[src/rtl/apb_pkg.sv]
// Shared types for the APB command master: FSM encoding, default-width command record, legal widths.
// Widths in apb_cmd_t follow the package defaults; parametrised users size their own registers.
package apb_pkg;

  localparam int PKG_ADDR_W = 32;
  localparam int PKG_DATA_W = 32;
  localparam int PKG_STRB_W = PKG_DATA_W / 8;

  // One bit per legal data width: 8, 16 and 32.
  localparam logic [32:0] LEGAL_DATA_W = 33'h1_0001_0100;

  typedef enum logic [1:0] {
    IDLE   = 2'b00,
    SETUP  = 2'b01,
    ACCESS = 2'b10
  } apb_state_t;

  typedef struct packed {
    logic                  write;
    logic [PKG_ADDR_W-1:0] addr;
    logic [PKG_DATA_W-1:0] wdata;
    logic [PKG_STRB_W-1:0] strb;
  } apb_cmd_t;

  function automatic bit data_w_legal(input int w);
    return (w >= 0 && w <= 32) ? bit'(LEGAL_DATA_W[w]) : 1'b0;
  endfunction

endpackage

[src/rtl/apb_timeout_cnt.sv]
// Saturating ACCESS wait counter: clr wins over en, expired is high once the count sits at LIMIT-1.
// Zero latency on expired (combinational compare of the registered count); no backpressure.
module apb_timeout_cnt #(
  parameter int LIMIT = 256
) (
  input  logic pclk_i,
  input  logic prst_n,
  input  logic clr,
  input  logic en,
  output logic expired
);

  localparam int CW = (LIMIT > 1) ? $clog2(LIMIT) : 1;
  localparam logic [CW-1:0] CNT_MAX = CW'(LIMIT - 1);

  logic [CW-1:0] cnt_q;

  always_ff @(posedge pclk_i) begin
    if (!prst_n) begin
      cnt_q <= '0;
    end else if (clr) begin
      cnt_q <= '0;
    end else if (en && (cnt_q != CNT_MAX)) begin
      cnt_q <= cnt_q + CW'(1);
    end
  end

  assign expired = (cnt_q == CNT_MAX);

endmodule

[src/rtl/apb_master_cmd.sv]
// APB3/4 master: valid/ready command in, one-cycle response out; accept at N -> SETUP N+1, ACCESS N+2, rsp N+3+waits.
// cmd_ready only in IDLE or a completing ACCESS (back-to-back); responses have no backpressure. Optional APB_TIMEOUT_EN aborts stuck ACCESS.
module apb_master_cmd
  import apb_pkg::*;
#(
  parameter int ADDR_W         = 32,
  parameter int DATA_W         = 32,
  parameter int STRB_W         = DATA_W / 8,
  parameter int TIMEOUT_CYCLES = 256
) (
  input  logic              pclk_i,
  input  logic              prst_n,
  input  logic              cmd_valid_i,
  output logic              cmd_ready_o,
  input  logic              cmd_write_i,
  input  logic [ADDR_W-1:0] cmd_addr_i,
  input  logic [DATA_W-1:0] cmd_wdata_i,
  input  logic [STRB_W-1:0] cmd_strb_i,
  output logic              rsp_valid_o,
  output logic [DATA_W-1:0] rsp_rdata_o,
  output logic              rsp_err_o,
  output logic              psel_o,
  output logic              penable_o,
  output logic [ADDR_W-1:0] paddr_o,
  output logic              pwrite_o,
  output logic [DATA_W-1:0] pwdata_o,
  output logic [STRB_W-1:0] pstrb_o,
  input  logic [DATA_W-1:0] prdata_i,
  input  logic              pready_i,
  input  logic              pslverr_i
);

  if (!data_w_legal(DATA_W)) begin : g_bad_data_w
    $error("apb_master_cmd: DATA_W=%0d must be 8, 16 or 32", DATA_W);
  end
  if (ADDR_W < 8 || ADDR_W > 32) begin : g_bad_addr_w
    $error("apb_master_cmd: ADDR_W=%0d must be within 8..32", ADDR_W);
  end
  if (STRB_W != DATA_W / 8) begin : g_bad_strb_w
    $error("apb_master_cmd: STRB_W=%0d must equal DATA_W/8", STRB_W);
  end
  if (TIMEOUT_CYCLES < 1) begin : g_bad_timeout
    $error("apb_master_cmd: TIMEOUT_CYCLES=%0d must be at least 1", TIMEOUT_CYCLES);
  end

  apb_state_t state_q;
  logic       cmd_accept;
  logic       timeout_abort;

  // Gated by prst_n so the handshake is closed for the whole reset window.
  assign cmd_ready_o = prst_n && ((state_q == IDLE) || ((state_q == ACCESS) && pready_i));
  assign cmd_accept  = cmd_valid_i && cmd_ready_o;

`ifdef APB_TIMEOUT_EN
  logic to_expired;

  apb_timeout_cnt #(
    .LIMIT(TIMEOUT_CYCLES)
  ) u_timeout_cnt (
    .pclk_i (pclk_i),
    .prst_n (prst_n),
    .clr    (state_q == SETUP),
    .en     ((state_q == ACCESS) && !pready_i),
    .expired(to_expired)
  );

  // pready_i has priority: a completion in the limit cycle is a normal completion.
  assign timeout_abort = (state_q == ACCESS) && !pready_i && to_expired;
`else
  assign timeout_abort = 1'b0;
`endif

  always_ff @(posedge pclk_i) begin
    if (!prst_n) begin
      state_q     <= IDLE;
      psel_o      <= 1'b0;
      penable_o   <= 1'b0;
      paddr_o     <= '0;
      pwrite_o    <= 1'b0;
      pwdata_o    <= '0;
      pstrb_o     <= '0;
      rsp_valid_o <= 1'b0;
      rsp_rdata_o <= '0;
      rsp_err_o   <= 1'b0;
    end else begin
      rsp_valid_o <= 1'b0;

      // Command registers drive the bus and only change on acceptance.
      if (cmd_accept) begin
        paddr_o  <= cmd_addr_i;
        pwrite_o <= cmd_write_i;
        pwdata_o <= cmd_write_i ? cmd_wdata_i : '0;
        pstrb_o  <= cmd_write_i ? cmd_strb_i : '0;
      end

      case (state_q)
        IDLE: begin
          if (cmd_accept) begin
            state_q   <= SETUP;
            psel_o    <= 1'b1;
            penable_o <= 1'b0;
          end
        end
        SETUP: begin
          state_q   <= ACCESS;
          penable_o <= 1'b1;
        end
        ACCESS: begin
          if (pready_i) begin
            rsp_valid_o <= 1'b1;
            rsp_rdata_o <= pwrite_o ? '0 : prdata_i;
            rsp_err_o   <= pslverr_i;
            penable_o   <= 1'b0;
            if (cmd_accept) begin
              state_q <= SETUP;
            end else begin
              state_q <= IDLE;
              psel_o  <= 1'b0;
            end
          end else if (timeout_abort) begin
            rsp_valid_o <= 1'b1;
            rsp_rdata_o <= '0;
            rsp_err_o   <= 1'b1;
            state_q     <= IDLE;
            psel_o      <= 1'b0;
            penable_o   <= 1'b0;
          end
        end
        default: begin
          state_q   <= IDLE;
          psel_o    <= 1'b0;
          penable_o <= 1'b0;
        end
      endcase
    end
  end

endmodule

[config.mk]
export PLATFORM = sky130hd
export DESIGN_NAME = apb_master_cmd
export DESIGN_NICKNAME = d
export VERILOG_FILES = /design/src/rtl/apb_pkg.sv /design/src/rtl/apb_timeout_cnt.sv /design/src/rtl/apb_master_cmd.sv
export SDC_FILE = /design/constraint.sdc
export NUM_CORES = 1
export LEC_CHECK = 0
export ABC_AREA = 1
export CAP_MARGIN = 40
export CORE_MARGIN = 4
export CORE_UTILIZATION = 35
export CTS_CLUSTER_SIZE = 30
export DETAILED_ROUTE_END_ITERATION = 16
export GPL_TIMING_DRIVEN = 1
export PLACE_DENSITY = 0.7
export SYNTH_ARGS = -nofsm -noshare
export SYNTH_HDL_FRONTEND = slang
export SYNTH_HIERARCHICAL = 1
export SYNTH_SLANG_ARGS = --single-unit
[constraint.sdc]
create_clock -name pclk_i -period 3.2 [get_ports pclk_i]
set_input_delay 0.48 -clock pclk_i [delete_from_list [all_inputs] [get_ports pclk_i]]
set_output_delay 0.48 -clock pclk_i [all_outputs]
set_load 0.02 [all_outputs]
==> impl_metrics.ini, run 1 <==
[pwr]
cellLeakagePower_nw = 2.82
p_seq_share_pct = 45.4
ir_drop_mv = 0.279
clkPwrFrac_pct = 38.1
p_comb_share_pct = 16.5
p_sw_share_pct = 24.5
p_per_area_mw_per_mm2 = 467
p_int_mw = 2.34
power_switching_uw = 758

[critical_path]
worst_path_most_repeated_cell = clkdlybuf4s50_1
crit_slowest_cell = clkdlybuf4s50_1
endpoint_kind = output port
worstPathCellList = clkdlybuf4s50_1, inv_2, a21oi_4, nand2_1, inv_1, clkdlybuf4s50_1
rrSetupSlack_ps = 1270
crit_family = buffers and inverters
crit_buf_inv = 4
cp.required_ps = 2720
cp_max_fo = 4
slowest_delay_ps = 630
worstPathArrival_ps = 2000
critical_path_class = input pin to output port
startpoint_type = input pin

[sta]
fmax_mhz = 403
setup_viol = 0
period_minus_slack_ps = 2480
worst_pin_slew_ps = 680
slew_violations = 0
rsz0062_at_grt = no
clock_skew_ps = 6.01
finalHoldViolCount = 0
fin_crit_sh_pct = 77.5
timing.slew.headroom_pct = 54.5
final.setup.tns_ps = 0
holdWs_ps = 461

[grt]
grt_max_degree = 58
grt.total_usage_pct = 19.2
grt_pass1_wl_um = 20600
grt_antenna_before_repair = 0
grt-ovfl-total = 0
grt_pass1_vias = 4208

[die]
ios = 212
start_util_pct = 35.8
core_mm2 = 0.0115
placementRows = 39
die_y_um = 116
die_x_um = 116
die_area_mm2 = 0.0135

[layout]
fill_cells = 1055
multi_input_area_mm2 = 0.00162
num_antenna_cells = 0
syn_to_final_growth_pct = 61.7
regArea_mm2 = 0.00212
drive_gt1_share_pct = 4.19
final_nets = 841
most-common-layout-cells = clkdlybuf4s50_1 (210), nand2_1 (172), dfxtp_1 (106)
final_common_cell = clkdlybuf4s50_1

[yosys]
yosysWarnings = 6
ys_seq_elements = 106
syn-cell-area_mm2 = 0.00410
synth_seq_area_share_pct = 51.7
synth_cells = 550
synth_nets = 656
yosysUniqueCellTypes = 17
avgSynthCellArea_um2 = 7.46

[placed_design]
dpl.hpwl_um = 9410
port_buffers = 211
gp_congestion = 0.760

[drt]
drc = 0
dr.pass1.iters = 4
avgRoutedWirePerCell_um = 14.7
drt_iter0_drc = 394
drt_wl_total_um = 13000
detail-route-antenna-nets = 0
via_per_inst = 4.87
dr_total_vias = 4303

[clocking]
insertion_delay_ps = 340
hold_buffers = 0
cts_tree = yes
cts.sinks = 106
htree_levels = 3
clk_pin_slew_worst_paths_ps = 70
root_buffer = clkbuf_16
post_cts_resized = 0
cts_setup_buffers = 0
cts_buffers = 9
clock_path_buffers = 2

[flow_run]
maxCapViolations = 0

[status]
outcome = finished clean

[hold_path]
hold_path.class = register to register
-- state kept, by name (all words and copies together), names as in the netlist --
signal,count
penable_o,1
psel_o,1
rsp_rdata_o,32
pstrb_o,4
pwrite_o,1
rsp_err_o,1
state_q,1
paddr_o,32
rsp_valid_o,1
pwdata_o,32
-- per-stage QoR --
stage	total power, mW	setup WS, ps	utilization (%)	instances	cell area, µm²
2_1_floorplan	1.66	1410	-	550	4100
3_3_place_gp	1.93	599	54.4	863	6240
3_5_place_dp	1.95	534	55.0	867	6310
4_1_cts	3.13	702	57.8	883	6630
5_1_grt	3.23	644	57.8	883	6630
6_report	3.10	721	57.8	883	6630
-- path summary, 6_finish.rpt --
kind | startpoint | endpoint | cells after the start
worst min-delay path | pwdata_o[1] | pwdata_o[1] | 2
worst max-delay path | pready_i | cmd_ready_o | 6
worst max register to register | penable_o | paddr_o[0] | 6
worst min register to register | pwdata_o[1] | pwdata_o[1] | 2
-- synth_stat cells (all sizes together) --
master	number	area, µm²
inv	43	161
o21ai	33	165
buf	21	96.4
nand2	172	646
nand4	38	238
nand3	67	340
nor3	1	5.00
clkbuf	26	97.6
a21oi	41	216
nor3b	1	7.51
nor2	1	6.26
dfxtp	106	2120
-- metal layers --
metal	GRT usage, %	part of all wire [%]
met5	0	0
met2	32.2	49
met4	8.89	3.1
met1	22.4	40
met3	5.80	8.3
-- area by class of cell --
cell class / count / share of cell area [%]
clock buffers: 11 / 3.66
clock inverters: 5 / 1.17
inverters: 43 / 2.43
multi-input cells: 354 / 24.5
flip-flops and latches: 106 / 32.0
well taps: 143 / 2.70
repair buffers: 221 / 33.5
-- power by group through the flow --
stage / registers, mW / logic (mW) / clock network, mW
6_report: 1.41 / 0.509 / 1.18
5_1_grt: 1.41 / 0.552 / 1.26
4_1_cts: 1.41 / 0.514 / 1.21
3_5_place_dp: 1.44 / 0.511 / 0
3_3_place_gp: 1.43 / 0.499 / 0
2_1_floorplan: 1.50 / 0.158 / 0
-- worst reg2reg max path: stages (launching register included) --
cell and delay (ps):
dfxtp_1 360, a21oi_4 180, buf_4 230, nand3_2 330, inv_2 540, nand2_1 130
nand2_1 100
-- kinds of logic after synthesis --
group | after synthesis | synth area share [%]
compound gates | 74 | 9.30
buf+inv | 90 | 8.66
flops | 106 | 51.7
simple gates | 280 | 30.3
No activity file was read; power rests on OpenSTA's default activity.
==> run 2: changes to the inputs <==
--- a/config.mk
+++ b/config.mk
@@ -12,7 +12,7 @@
 export CTS_CLUSTER_SIZE = 30
 export DETAILED_ROUTE_END_ITERATION = 16
 export GPL_TIMING_DRIVEN = 1
-export PLACE_DENSITY = 0.7
+export PLACE_DENSITY = 0.73
 export SYNTH_ARGS = -nofsm -noshare
 export SYNTH_HDL_FRONTEND = slang
 export SYNTH_HIERARCHICAL = 1
==> constraint.sdc (replaced) <==
create_clock -name pclk_i -period 2 [get_ports pclk_i]
set_input_delay 0.3 -clock pclk_i [delete_from_list [all_inputs] [get_ports pclk_i]]
set_output_delay 0.3 -clock pclk_i [all_outputs]
set_load 0.02 [all_outputs]
==> impl_metrics.ini, run 2 (same netlist as run 1, synthesis figures left out) <==
[pwr]
p_per_area_mw_per_mm2 = 710
cellLeakagePower_nw = 2.83
p_int_mw = 3.49
clkPwrFrac_pct = 34.6
p_seq_share_pct = 47.8
p_comb_share_pct = 17.6
p_sw_share_pct = 25.7
power_switching_mw = 1.21
ir_drop_mv = 0.442

[clocking]
htree_levels = 3
cts_buffers = 9
insertion_delay_ps = 330
clock_path_buffers = 2
root_buffer = clkbuf_16
cts.sinks = 106
clk_pin_slew_worst_paths_ps = 70
cts_tree = yes

[critical_path]
critical_path_class = register to output port
worstPathArrival_ps = 1440
rr_worst_depth = 6
endpoint_kind = output port
crit_buf_inv = 1
cp_max_fo = 4
worstPathCellList = clkdlybuf4s50_1
crit_slowest_cell = clkdlybuf4s50_1
slowest_delay_ps = 680
crit_family = buffers and inverters
rrSetupSlack_ps = 480
startpoint_type = register
path_depth = 1
cp.required_ps = 1700

[flow_run]
maxCapViolations = 0

[layout]
regArea_mm2 = 0.00212
drive_gt1_share_pct = 4.83
syn_to_final_growth_pct = 61.5
reg.largest.list = paddr_o: 32 flops, pwdata_o: 32 flops, rsp_rdata_o: 32 flops
fill_cells = 1053
multi_input_area_mm2 = 0.00162
final_common_cell = clkdlybuf4s50_1
most-common-layout-cells = clkdlybuf4s50_1 (209), nand2_1 (172), dfxtp_1 (106)
final_util_pct = 57.8
final_nets = 846
fin_cells = 889

[status]
outcome = finished clean

[sta]
slew_violations = 0
worst_pin_slew_ps = 485
setup_viol = 0
period_minus_slack_ps = 1740
finalHoldViolCount = 0
rsz0062_at_grt = no
fin_crit_sh_pct = 87.1
timing.slew.headroom_pct = 67.7
clock_skew_ps = 9.00
fmax_mhz = 574

[grt]
grt-ovfl-total = 0
grt_pass1_vias = 4191
grt_use_met3_pct = 5.54
grt_pass1_wl_um = 20900
grt_max_degree = 45
grt_busiest_layer = met2
grt.total_usage_pct = 19.3
met1_usage_pct = 23.3
met2_usage_pct = 32.0
grt_antenna_before_repair = 0

[drt]
via_per_inst = 4.88
drt_wl_total_um = 13300
dr_total_vias = 4334
avgRoutedWirePerCell_um = 15.0
detail-route-antenna-nets = 0
drc = 0
dr.pass1.iters = 4
drt_iter0_drc = 468

[die]
placementRows = 39
die_y_um = 116
die_x_um = 116
die_area_mm2 = 0.0135
ios = 212
core_mm2 = 0.0115
start_util_pct = 35.8

[hold_path]
min_path_cells = 3
hold_path.class = input pin to register

[placed_design]
dp.cells = 872
dpl.hpwl_um = 9580
gp_congestion = 0.757
port_buffers = 211
-- run 2: changes by cell type in the layout (fill, tap and decap cells not counted), sizes merged --
cell,change
dlymetal6s2s,+1
diode,+1
bufinv,-2
clkdlybuf4s50,-1
clkinv,+1
buf,+5
clkinvlp,+1
-- run 2: what timing repair did --
| action | CTS | global route |
|---|---|---|
| resized for setup | 0 | 1 |
| hold buffers | 0 | 0 |
| setup endpoints to repair | 0 | 1 |
| buffers inserted | 0 | 0 |
-- run 2: worst register-to-register path, delay by kind of cell, from the launching register on --
family | cells | cell delay, ps
AO/OA/AOI/OAI | 2 | 240
buffers and inverters | 2 | 530
flip-flops | 1 | 440
AND/OR/NAND/NOR | 2 | 240
-- run 2: final timing paths --
path,from,endpoint
max,penable_o,penable_o
min,prst_n,psel_o
max reg2reg,penable_o,pwdata_o[22]
min reg2reg,pwdata_o[11],pwdata_o[11]
-- run 2: area by class of cell --
type | instances | area share (%)
repair buffers | 226 | 34.2
flip-flops and latches | 106 | 32.0
multi-input cells | 354 | 24.5
clock buffers | 11 | 3.66
well taps | 143 | 2.70
inverters | 43 | 2.44
clock inverters | 5 | 0.453
diodes | 1 | 0.0378
-- run 2: power by group through the flow --
stage	combinational, mW	sequential [mW]	clock, mW
5_1_grt	0.897	2.26	1.77
2_1_floorplan	0.253	2.40	0
6_report	0.829	2.25	1.63
4_1_cts	0.835	2.25	1.68
3_5_place_dp	0.830	2.30	0
3_3_place_gp	0.819	2.29	0
-- run 2: per-layer routing --
| layer | part of all wire (%) | routed length (µm) | up-vias |
|---|---|---|---|
| li1 | - | - | 2173 |
| met1 | 40 | 5320 | 1987 |
| met2 | 50 | 6700 | 156 |
| met3 | 7.8 | 1040 | 18 |
| met4 | 2.2 | 289 | 0 |
| met5 | 0 | 0 | - |
-- run 2: through the flow --
stage	setup TNS [ps]	instance area, µm²	setup WS, ps	hold WS [ps]	total power, mW
final	0	6620	257	283	4.71
after global routing	0	6620	198	294	4.93
after CTS	0	6620	1.14	268	4.76
after detailed placement	0	6350	5.44	451	3.13
after global placement	-5.69	6350	-5.69	448	3.11
after floorplan	0	4100	566	411	2.65
